`config.mk`:
```
export PLATFORM = sky130hd
export DESIGN_NAME = conv_sched
export DESIGN_NICKNAME = d
export VERILOG_FILES = /design/src/rtl/npu_pkg.sv /design/src/rtl/conv_addr_gen.sv /design/src/rtl/conv_sched.sv
export SDC_FILE = /design/constraint.sdc
export NUM_CORES = 1
export LEC_CHECK = 0
export CORE_MARGIN = 8
export CORE_UTILIZATION = 49
export CTS_CLUSTER_SIZE = 8
export DETAILED_ROUTE_END_ITERATION = 8
export PLACE_DENSITY = 0.77
export SETUP_SLACK_MARGIN = 0.3
export SYNTH_ARGS = -nofsm -noshare
export SYNTH_HDL_FRONTEND = slang
export SYNTH_SLANG_ARGS = --single-unit
```
`constraint.sdc`:
```
create_clock -name i_clk -period 4.1 [get_ports i_clk]
set_clock_uncertainty 0.15 [all_clocks]
set_input_delay 0.82 -clock i_clk [delete_from_list [all_inputs] [get_ports i_clk]]
set_output_delay 0.82 -clock i_clk [all_outputs]
set_load 0.02 [all_outputs]
```
`src/rtl/npu_pkg.sv`:
```
// Shared types and default geometry for the NPU convolution sequencer.
//   state_e   : conv_sched controller states
//   IMG_W_DEF : default square feature-map side length in pixels
//   K_DEF     : default kernel side length
package npu_pkg;

    localparam int unsigned IMG_W_DEF = 28;
    localparam int unsigned K_DEF     = 3;

    typedef enum logic [2:0] {
        StIdle,
        StLdKrn,
        StLdWin,
        StMac,
        StWr1,
        StWr2,
        StNext,
        StDone
    } state_e;

endpackage

```
`src/rtl/conv_addr_gen.sv`:
```
// KxK window address walker shared by the kernel and window load phases.
//   i_clk, i_rst_n : clock, asynchronous active-low reset
//   i_load, i_base : restart the walk at i_base with wr = wc = 0
//   i_win_mode     : 1 = jump to the next image row after K columns, 0 = flat +1 walk
//   i_stride       : lane-2 offset from lane-1 address
//   i_issue, i_tag : a read is issued this cycle; tag travels with it
//   o_addr1/2      : current lane-1 / lane-2 read address
//   o_last         : the current issue is the final (wr = wc = K-1) one
//   o_we, o_we_tag : issue strobe and tag delayed one cycle (SRAM read latency)
//   o_row, o_col   : index of the delayed issue, 0 when o_we is low
module conv_addr_gen
    import npu_pkg::*;
#(
    parameter int unsigned ADDR_W = 10,
    parameter int unsigned IMG_W  = IMG_W_DEF,
    parameter int unsigned K      = K_DEF
) (
    input  logic              i_clk,
    input  logic              i_rst_n,
    input  logic              i_load,
    input  logic [ADDR_W-1:0] i_base,
    input  logic              i_win_mode,
    input  logic [2:0]        i_stride,
    input  logic              i_issue,
    input  logic              i_tag,
    output logic [ADDR_W-1:0] o_addr1,
    output logic [ADDR_W-1:0] o_addr2,
    output logic              o_last,
    output logic              o_we,
    output logic              o_we_tag,
    output logic [1:0]        o_row,
    output logic [1:0]        o_col
);

    localparam int unsigned       CW       = $clog2(IMG_W) + 1;
    localparam logic [CW-1:0]     KM1      = CW'(K - 1);
    // From the last column of one window row to the first column of the next.
    localparam logic [ADDR_W-1:0] ROW_JUMP = ADDR_W'(IMG_W - (K - 1));

    logic [CW-1:0]     wr_q, wr_d, wc_q, wc_d;
    logic [ADDR_W-1:0] addr_q, addr_d;
    logic              we_q, tag_q;
    logic [1:0]        row_q, col_q;

    assign o_last   = (wr_q == KM1) && (wc_q == KM1);
    assign o_addr1  = addr_q;
    assign o_addr2  = addr_q + ADDR_W'(i_stride);
    assign o_we     = we_q;
    assign o_we_tag = tag_q;
    assign o_row    = row_q;
    assign o_col    = col_q;

    always_comb begin
        wr_d   = wr_q;
        wc_d   = wc_q;
        addr_d = addr_q;
        if (i_load) begin
            // Load wins over a same-cycle issue: the last issue of a phase needs no advance.
            wr_d   = '0;
            wc_d   = '0;
            addr_d = i_base;
        end else if (i_issue) begin
            if (wc_q == KM1) begin
                wc_d   = '0;
                wr_d   = wr_q + CW'(1);
                addr_d = addr_q + (i_win_mode ? ROW_JUMP : ADDR_W'(1));
            end else begin
                wc_d   = wc_q + CW'(1);
                addr_d = addr_q + ADDR_W'(1);
            end
        end
    end

    always_ff @(posedge i_clk or negedge i_rst_n) begin
        if (!i_rst_n) begin
            wr_q   <= '0;
            wc_q   <= '0;
            addr_q <= '0;
            we_q   <= 1'b0;
            tag_q  <= 1'b0;
            row_q  <= 2'b0;
            col_q  <= 2'b0;
        end else begin
            wr_q   <= wr_d;
            wc_q   <= wc_d;
            addr_q <= addr_d;
            we_q   <= i_issue;
            tag_q  <= i_issue & i_tag;
            row_q  <= i_issue ? wr_q[1:0] : 2'b0;
            col_q  <= i_issue ? wc_q[1:0] : 2'b0;
        end
    end

endmodule

```
`src/rtl/conv_sched.sv`:
```
// Dual-lane KxK convolution sequencer: loads the kernel once, then walks the
// feature map in raster order, two stride-separated windows per step.
//   i_start, i_*_base, i_stride : job command (latched on accepted start)
//   o_busy, o_done              : job status
//   o_krn_rd_en, o_krn_addr     : kernel SRAM read
//   o_src_rd_en, o_src_addr1/2  : feature-map SRAM reads, lane 1 / lane 2
//   o_krn_we, o_win_we, o_row, o_col : register-file / window-buffer writes
//   o_mac_start, i_mac_done     : MAC engine handshake
//   o_lane2_vld                 : lane-2 window lies inside the image
//   o_wr_valid/i_wr_ready, o_wr_lane, o_wr_addr : output write handshake
module conv_sched
    import npu_pkg::*;
#(
    parameter int unsigned ADDR_W = 10,
    parameter int unsigned IMG_W  = IMG_W_DEF,
    parameter int unsigned K      = K_DEF
) (
    input  logic              i_clk,
    input  logic              i_rst_n,
    input  logic              i_start,
    input  logic [ADDR_W-1:0] i_img_base,
    input  logic [ADDR_W-1:0] i_krn_base,
    input  logic [ADDR_W-1:0] i_out_base,
    input  logic [2:0]        i_stride,
    output logic              o_busy,
    output logic              o_done,
    output logic              o_krn_rd_en,
    output logic [ADDR_W-1:0] o_krn_addr,
    output logic              o_src_rd_en,
    output logic [ADDR_W-1:0] o_src_addr1,
    output logic [ADDR_W-1:0] o_src_addr2,
    output logic              o_krn_we,
    output logic              o_win_we,
    output logic [1:0]        o_row,
    output logic [1:0]        o_col,
    output logic              o_mac_start,
    input  logic              i_mac_done,
    output logic              o_lane2_vld,
    output logic              o_wr_valid,
    input  logic              i_wr_ready,
    output logic              o_wr_lane,
    output logic [ADDR_W-1:0] o_wr_addr
);

    localparam int unsigned CW = $clog2(IMG_W) + 1;

    state_e            state_q, state_d;
    logic [CW-1:0]     r_q, r_d, c_q, c_d;
    logic [2:0]        stride_q, stride_d, stride_eff;
    logic [ADDR_W-1:0] row_base_q, row_base_d;  // img_base + r*IMG_W, kept incrementally
    logic [ADDR_W-1:0] row_step_q, row_step_d;  // stride*IMG_W, computed once per job
    logic [ADDR_W-1:0] optr_q, optr_d;
    logic              wait_q, wait_d;          // final window write still in flight
    logic              mac_seen_q;

    logic [31:0] c_step, r_step;
    logic        wrap, finish, lane2;

    logic              gen_load, gen_issue, gen_win, gen_tag;
    logic [ADDR_W-1:0] gen_base, gen_addr1, gen_addr2;
    logic              gen_last, gen_we, gen_we_tag;
    logic              krn_rd, src_rd;

    assign stride_eff = (i_stride == 3'd0) ? 3'd1 : i_stride;

    // Widened so large strides cannot wrap the small counters before the bound checks.
    assign c_step = 32'(c_q) + 32'({stride_q, 1'b0});
    assign r_step = 32'(r_q) + 32'(stride_q);
    assign wrap   = (c_step + K) > IMG_W;
    assign finish = wrap && ((r_step + K) > IMG_W);
    assign lane2  = (32'(c_q) + 32'(stride_q) + K) <= IMG_W;

    conv_addr_gen #(
        .ADDR_W (ADDR_W),
        .IMG_W  (IMG_W),
        .K      (K)
    ) u_addr_gen (
        .i_clk      (i_clk),
        .i_rst_n    (i_rst_n),
        .i_load     (gen_load),
        .i_base     (gen_base),
        .i_win_mode (gen_win),
        .i_stride   (stride_q),
        .i_issue    (gen_issue),
        .i_tag      (gen_tag),
        .o_addr1    (gen_addr1),
        .o_addr2    (gen_addr2),
        .o_last     (gen_last),
        .o_we       (gen_we),
        .o_we_tag   (gen_we_tag),
        .o_row      (o_row),
        .o_col      (o_col)
    );

    // State register.
    always_ff @(posedge i_clk or negedge i_rst_n) begin
        if (!i_rst_n) begin
            state_q <= StIdle;
        end else begin
            state_q <= state_d;
        end
    end

    // Next-state logic.
    always_comb begin
        state_d = state_q;
        unique case (state_q)
            StIdle:  if (i_start) state_d = StLdKrn;
            StLdKrn: if (gen_last) state_d = StLdWin;
            StLdWin: if (wait_q) state_d = StMac;
            StMac:   if (i_mac_done) state_d = StWr1;
            StWr1:   if (i_wr_ready) state_d = lane2 ? StWr2 : StNext;
            StWr2:   if (i_wr_ready) state_d = StNext;
            StNext:  state_d = finish ? StDone : StLdWin;
            StDone:  state_d = StIdle;
            default: state_d = StIdle;
        endcase
    end

    // Datapath next-state.
    always_comb begin
        r_d        = r_q;
        c_d        = c_q;
        stride_d   = stride_q;
        row_base_d = row_base_q;
        row_step_d = row_step_q;
        optr_d     = optr_q;
        wait_d     = wait_q;
        unique case (state_q)
            StIdle: begin
                if (i_start) begin
                    stride_d   = stride_eff;
                    row_step_d = ADDR_W'(32'(stride_eff) * IMG_W);
                    row_base_d = i_img_base;
                    r_d        = '0;
                    c_d        = '0;
                    optr_d     = i_out_base;
                end
            end
            StLdWin: begin
                if (wait_q) begin
                    wait_d = 1'b0;
                end else if (gen_last) begin
                    wait_d = 1'b1;
                end
            end
            StWr1, StWr2: begin
                if (i_wr_ready) optr_d = optr_q + ADDR_W'(1);
            end
            StNext: begin
                if (wrap) begin
                    c_d        = '0;
                    r_d        = CW'(r_step);
                    row_base_d = row_base_q + row_step_q;
                end else begin
                    c_d = CW'(c_step);
                end
            end
            default: ;
        endcase
    end

    always_ff @(posedge i_clk or negedge i_rst_n) begin
        if (!i_rst_n) begin
            r_q        <= '0;
            c_q        <= '0;
            stride_q   <= 3'd0;
            row_base_q <= '0;
            row_step_q <= '0;
            optr_q     <= '0;
            wait_q     <= 1'b0;
            mac_seen_q <= 1'b0;
        end else begin
            r_q        <= r_d;
            c_q        <= c_d;
            stride_q   <= stride_d;
            row_base_q <= row_base_d;
            row_step_q <= row_step_d;
            optr_q     <= optr_d;
            wait_q     <= wait_d;
            mac_seen_q <= (state_q == StMac);
        end
    end

    // Output and walker-control logic.
    always_comb begin
        gen_load    = 1'b0;
        gen_base    = '0;
        gen_issue   = 1'b0;
        gen_win     = 1'b0;
        gen_tag     = 1'b0;
        krn_rd      = 1'b0;
        src_rd      = 1'b0;
        o_busy      = 1'b1;
        o_done      = 1'b0;
        o_mac_start = 1'b0;
        o_lane2_vld = 1'b0;
        o_wr_valid  = 1'b0;
        o_wr_lane   = 1'b0;
        o_wr_addr   = '0;
        unique case (state_q)
            StIdle: begin
                o_busy   = 1'b0;
                gen_load = i_start;
                gen_base = i_krn_base;
            end
            StLdKrn: begin
                krn_rd    = 1'b1;
                gen_issue = 1'b1;
                gen_load  = gen_last;
                gen_base  = row_base_d + ADDR_W'(c_d);
            end
            StLdWin: begin
                gen_win     = 1'b1;
                gen_tag     = 1'b1;
                gen_issue   = ~wait_q;
                src_rd      = ~wait_q;
                o_lane2_vld = lane2;
            end
            StMac: begin
                o_mac_start = ~mac_seen_q;
                o_lane2_vld = lane2;
            end
            StWr1: begin
                o_wr_valid  = 1'b1;
                o_wr_addr   = optr_q;
                o_lane2_vld = lane2;
            end
            StWr2: begin
                o_wr_valid  = 1'b1;
                o_wr_lane   = 1'b1;
                o_wr_addr   = optr_q;
                o_lane2_vld = lane2;
            end
            StNext: begin
                gen_load = ~finish;
                gen_base = row_base_d + ADDR_W'(c_d);
            end
            StDone: begin
                o_busy = 1'b0;
                o_done = 1'b1;
            end
            default: o_busy = 1'b0;
        endcase
    end

    assign o_krn_rd_en = krn_rd;
    assign o_krn_addr  = krn_rd ? gen_addr1 : '0;
    assign o_src_rd_en = src_rd;
    assign o_src_addr1 = src_rd ? gen_addr1 : '0;
    assign o_src_addr2 = src_rd ? gen_addr2 : '0;
    assign o_krn_we    = gen_we & ~gen_we_tag;
    assign o_win_we    = gen_we & gen_we_tag;

endmodule

```
==> flow_metrics.tcl <==
set metrics [dict create \
    overflow 0 \
    cts-root-buf "clkbuf_16" \
    cpPeakStageDelay_ns 0.41 \
    final_common_cell "clkdlybuf4s50_1" \
    holdWs_ns 0.345 \
    setup_viol 0 \
    reg2reg_to "u_addr_gen.o_addr1[8]" \
    finalHoldViolations 0 \
    ys_ff_latch 73 \
    vdd_drop_max_mv 0.354 \
    gp_congestion 0.917 \
    worstPathArrival_ns 4.13 \
    clock_path_buffers 2 \
    synthesis.area_mm2 0.00557 \
    period_share_pct 98.3 \
    crit_chain "ha_4 -> fa_2 -> xnor2_4 -> nor4_2 -> buf_4 -> buf_4 -> a211o_4 -> nor2_4 -> buf_4 -> a21o_1 -> a22o_1 -> ha_4 -> a21boi_2 -> o21a_1 -> or2_4 -> and4_1 -> o31ai_2" \
    synth.distinct_cells 76 \
    critPathRequiredTime_ns 4.20 \
    worst_path_most_repeated_cell "buf_4" \
    synthTopCellsByArea "dfrtp_1 (33%), ha_1 (8.8%), nand2_1 (5.2%), nor2_1 (4.0%), a21oi_1 (3.7%)" \
    ant_nets 0 \
    maxSlewHeadroom_pct 24.6 \
    nets 858 \
    die_h_um 123 \
    setup.worst_path.start "c_q[1]" \
    wl_um 16200 \
    path_clk_slew_ns 0.06 \
    internal_power_w 0.00318 \
    pwr-share-comb_pct 63.0 \
    drive_gt1_share_pct 17.2 \
    cp_num_buf_inv 3 \
    rsz0062_at_grt "yes" \
    num_vias 5325 \
    stdcell_count 921 \
    drt_iter0_markers 301 \
    power_density_mw_per_mm2 780 \
    worst_pin_slew_ns 1.12 \
    syn_to_final_growth_pct 34.4 \
    antenna_found_initial 0 \
    diodes 0 \
    worstHoldPathCells 2 \
    setup_tns_ns 0 \
    cp-endpoint "u_addr_gen.o_addr1[8]" \
    synth_edf_count 0 \
    viasPerCell 5.78 \
    seqPwrFrac_pct 22.3 \
    grt.total_usage_pct 22.0 \
    ys_seq_area_share_pct 32.8 \
    finalPower_w 0.00584 \
    ys.flop_type "dfrtp_1" \
    synth_fp_nets 740 \
    p_leak_nw 3.39 \
    synth_top_cell_area_share_pct 32.8 \
    startpoint_type "flip-flop" \
    rrSetupSlack_ns 0.07 \
    fmax_mhz 248 \
    syn_inst 655 \
    core_mm2 0.0113 \
    fill_cells 888 \
    cts_buffers 9 \
    rr_startpoint "c_q[1]" \
    switching_share_pct 45.5 \
    grt_start_max_net_pins 74 \
    period_needed_ns 4.03 \
    io_pins 92 \
    grt_pass1_vias 5437 \
    syn_area_per_cell_um2 8.50 \
    rows 39 \
    drtPass1Iterations 5 \
    net-switching-power_w 0.00266 \
    numPortBuffers 91 \
    cap_viol_max_count 0 \
    critPathTopFamily "compound AO/OA/AOI/OAI gates" \
    synthArstFlopShare_pct 100 \
    die-area_mm2 0.0150 \
    drc 0 \
    hp-class "reg2reg" \
    mostFrequentLayoutCells "clkdlybuf4s50_1 (87), nand2_1 (77), dfrtp_1 (72)" \
    synth-warning-count 0 \
    cts_tree "yes" \
    fp.dieW_um 123 \
    post_drt_wl_per_cell_um 17.5 \
    cpMaxStageDelayCell "dfrtp_1" \
    yosys.area.top_type "dfrtp_1" \
    cts.sinks 73 \
    cp.depth 17 \
    clock_latency_ns 0.34 \
    criticalPathCategory "reg2reg" \
    cts-htree-levels 3 \
    cp_max_fo 4 \
    clockPowerShare_pct 14.7 \
    outcome "complete, no violations" \
    start_util_pct 49.4 \
    crit_path_end_kind "flip-flop" \
    dp_hpwl_um 11500 \
    placed_cells 876 \
    drv_slew 0 \
    grt_first_pass_wirelength_um 26700 \
    reg2regPathDepth 17 \
]
cell families (layout without fill, tap and decap cells):
kind of cell	after synthesis	count (layout)	share of synthesized area, %
AO/OA/AOI/OAI	178	178	21.8
buffers and inverters	70	193	5.33
XOR/XNOR	31	31	4.88
AND/OR/NAND/NOR	248	248	22.0
multiplexers	7	7	1.35
flip-flops	73	73	32.8
adder cells (fa/ha/maj)	48	48	11.8
flip-flops by register name (all words and copies together) (netlist names):
| name | count |
|---|---|
| optr_q | 10 |
| row_base_q | 10 |
| u_addr_gen.o_addr1 | 10 |
| c_q | 6 |
| r_q | 6 |
| u_addr_gen.wc_q | 6 |
| u_addr_gen.wr_q | 6 |
| row_step_q | 5 |
| state_q | 3 |
| stride_q | 3 |
| u_addr_gen.o_col | 2 |
| u_addr_gen.o_row | 2 |
| mac_seen_q | 1 |
| u_addr_gen.o_we | 1 |
| u_addr_gen.o_we_tag | 1 |
| wait_q | 1 |
routing by layer:
layer | part of all wire [%] | GRT usage, %
met4 | 3.5 | 10.4
met2 | 48 | 36.6
met5 | 0 | 0
met3 | 5.8 | 4.28
met1 | 42 | 26.9
power by group through the flow:
stage,Combinational [W],Clock [W],Sequential (W)
6_report,0.00368,0.000860,0.00130
5_1_grt,0.00402,0.000899,0.00133
4_1_cts,0.00347,0.000864,0.00129
3_5_place_dp,0.00318,0,0.00129
3_3_place_gp,0.00307,0,0.00128
2_1_floorplan,0.00227,0,0.00119
metrics by stage:
stage	util, %	worst slack [ns]	instance area (µm²)
3_3_place_gp	59.8	0.129	6740
4_1_cts	65.3	0.134	7370
5_1_grt	66.4	-0.0966	7480
3_5_place_dp	59.8	0.0316	6740
2_1_floorplan	-	0.143	5660
6_report	66.4	0.0692	7480
worst register-to-register path: stages, from the launching register on:
cell	delay, ns
dfrtp_1	0.41
ha_4	0.18
fa_2	0.39
xnor2_4	0.24
nor4_2	0.08
buf_4	0.16
buf_4	0.13
a211o_4	0.30
nor2_4	0.15
buf_4	0.13
a21o_1	0.11
a22o_1	0.22
ha_4	0.24
a21boi_2	0.16
o21a_1	0.21
or2_4	0.25
and4_1	0.20
o31ai_2	0.23
repair_timing:
item | CTS | global route
hold buffers | 0 | 0
setup buffers | 28 | 1
hold endpoints to repair | 0 | 0
gates resized for setup | 28 | 23
endpoints found under the setup margin | 15 | 17
pin swaps | 34 | 16
how the worst min path moves through the flow:
stage	slack, ns	startpoint	end
after floorplan	0.29	wait_q	wait_q
after global placement	0.30	wait_q	wait_q
after detailed placement	0.32	wait_q	wait_q
after CTS	0.33	wait_q	wait_q
after global routing	0.37	row_step_q[4]	row_step_q[4]
final	0.34	wait_q	wait_q
layout make-up:
class / instances / area [µm²] / area share (%)
inverter: 36 / 138 / 1.84
timing repair buffer: 141 / 1290 / 17.2
sequential: 73 / 1830 / 24.4
tap: 143 / 179 / 2.39
clock inverter: 6 / 91.3 / 1.22
clock buffer: 10 / 229 / 3.06
multi-input combinational: 512 / 3730 / 49.8
Yosys cell counts, types with 8 or more instances:
cell and number:
a21o_1 12, a21oi_1 41, a22oi_1 11, and2_1 26, and3_1 16, buf_2 8, clkbuf_1 21, dfrtp_1 73
fa_1 8, ha_1 39, inv_1 32, nand2_1 77, nand3_1 16, nor2_1 60, nor3_1 12, o21ai_0 35
o22ai_1 8, xnor2_1 18, xor2_1 13
(Power assumes the default switching activity.)
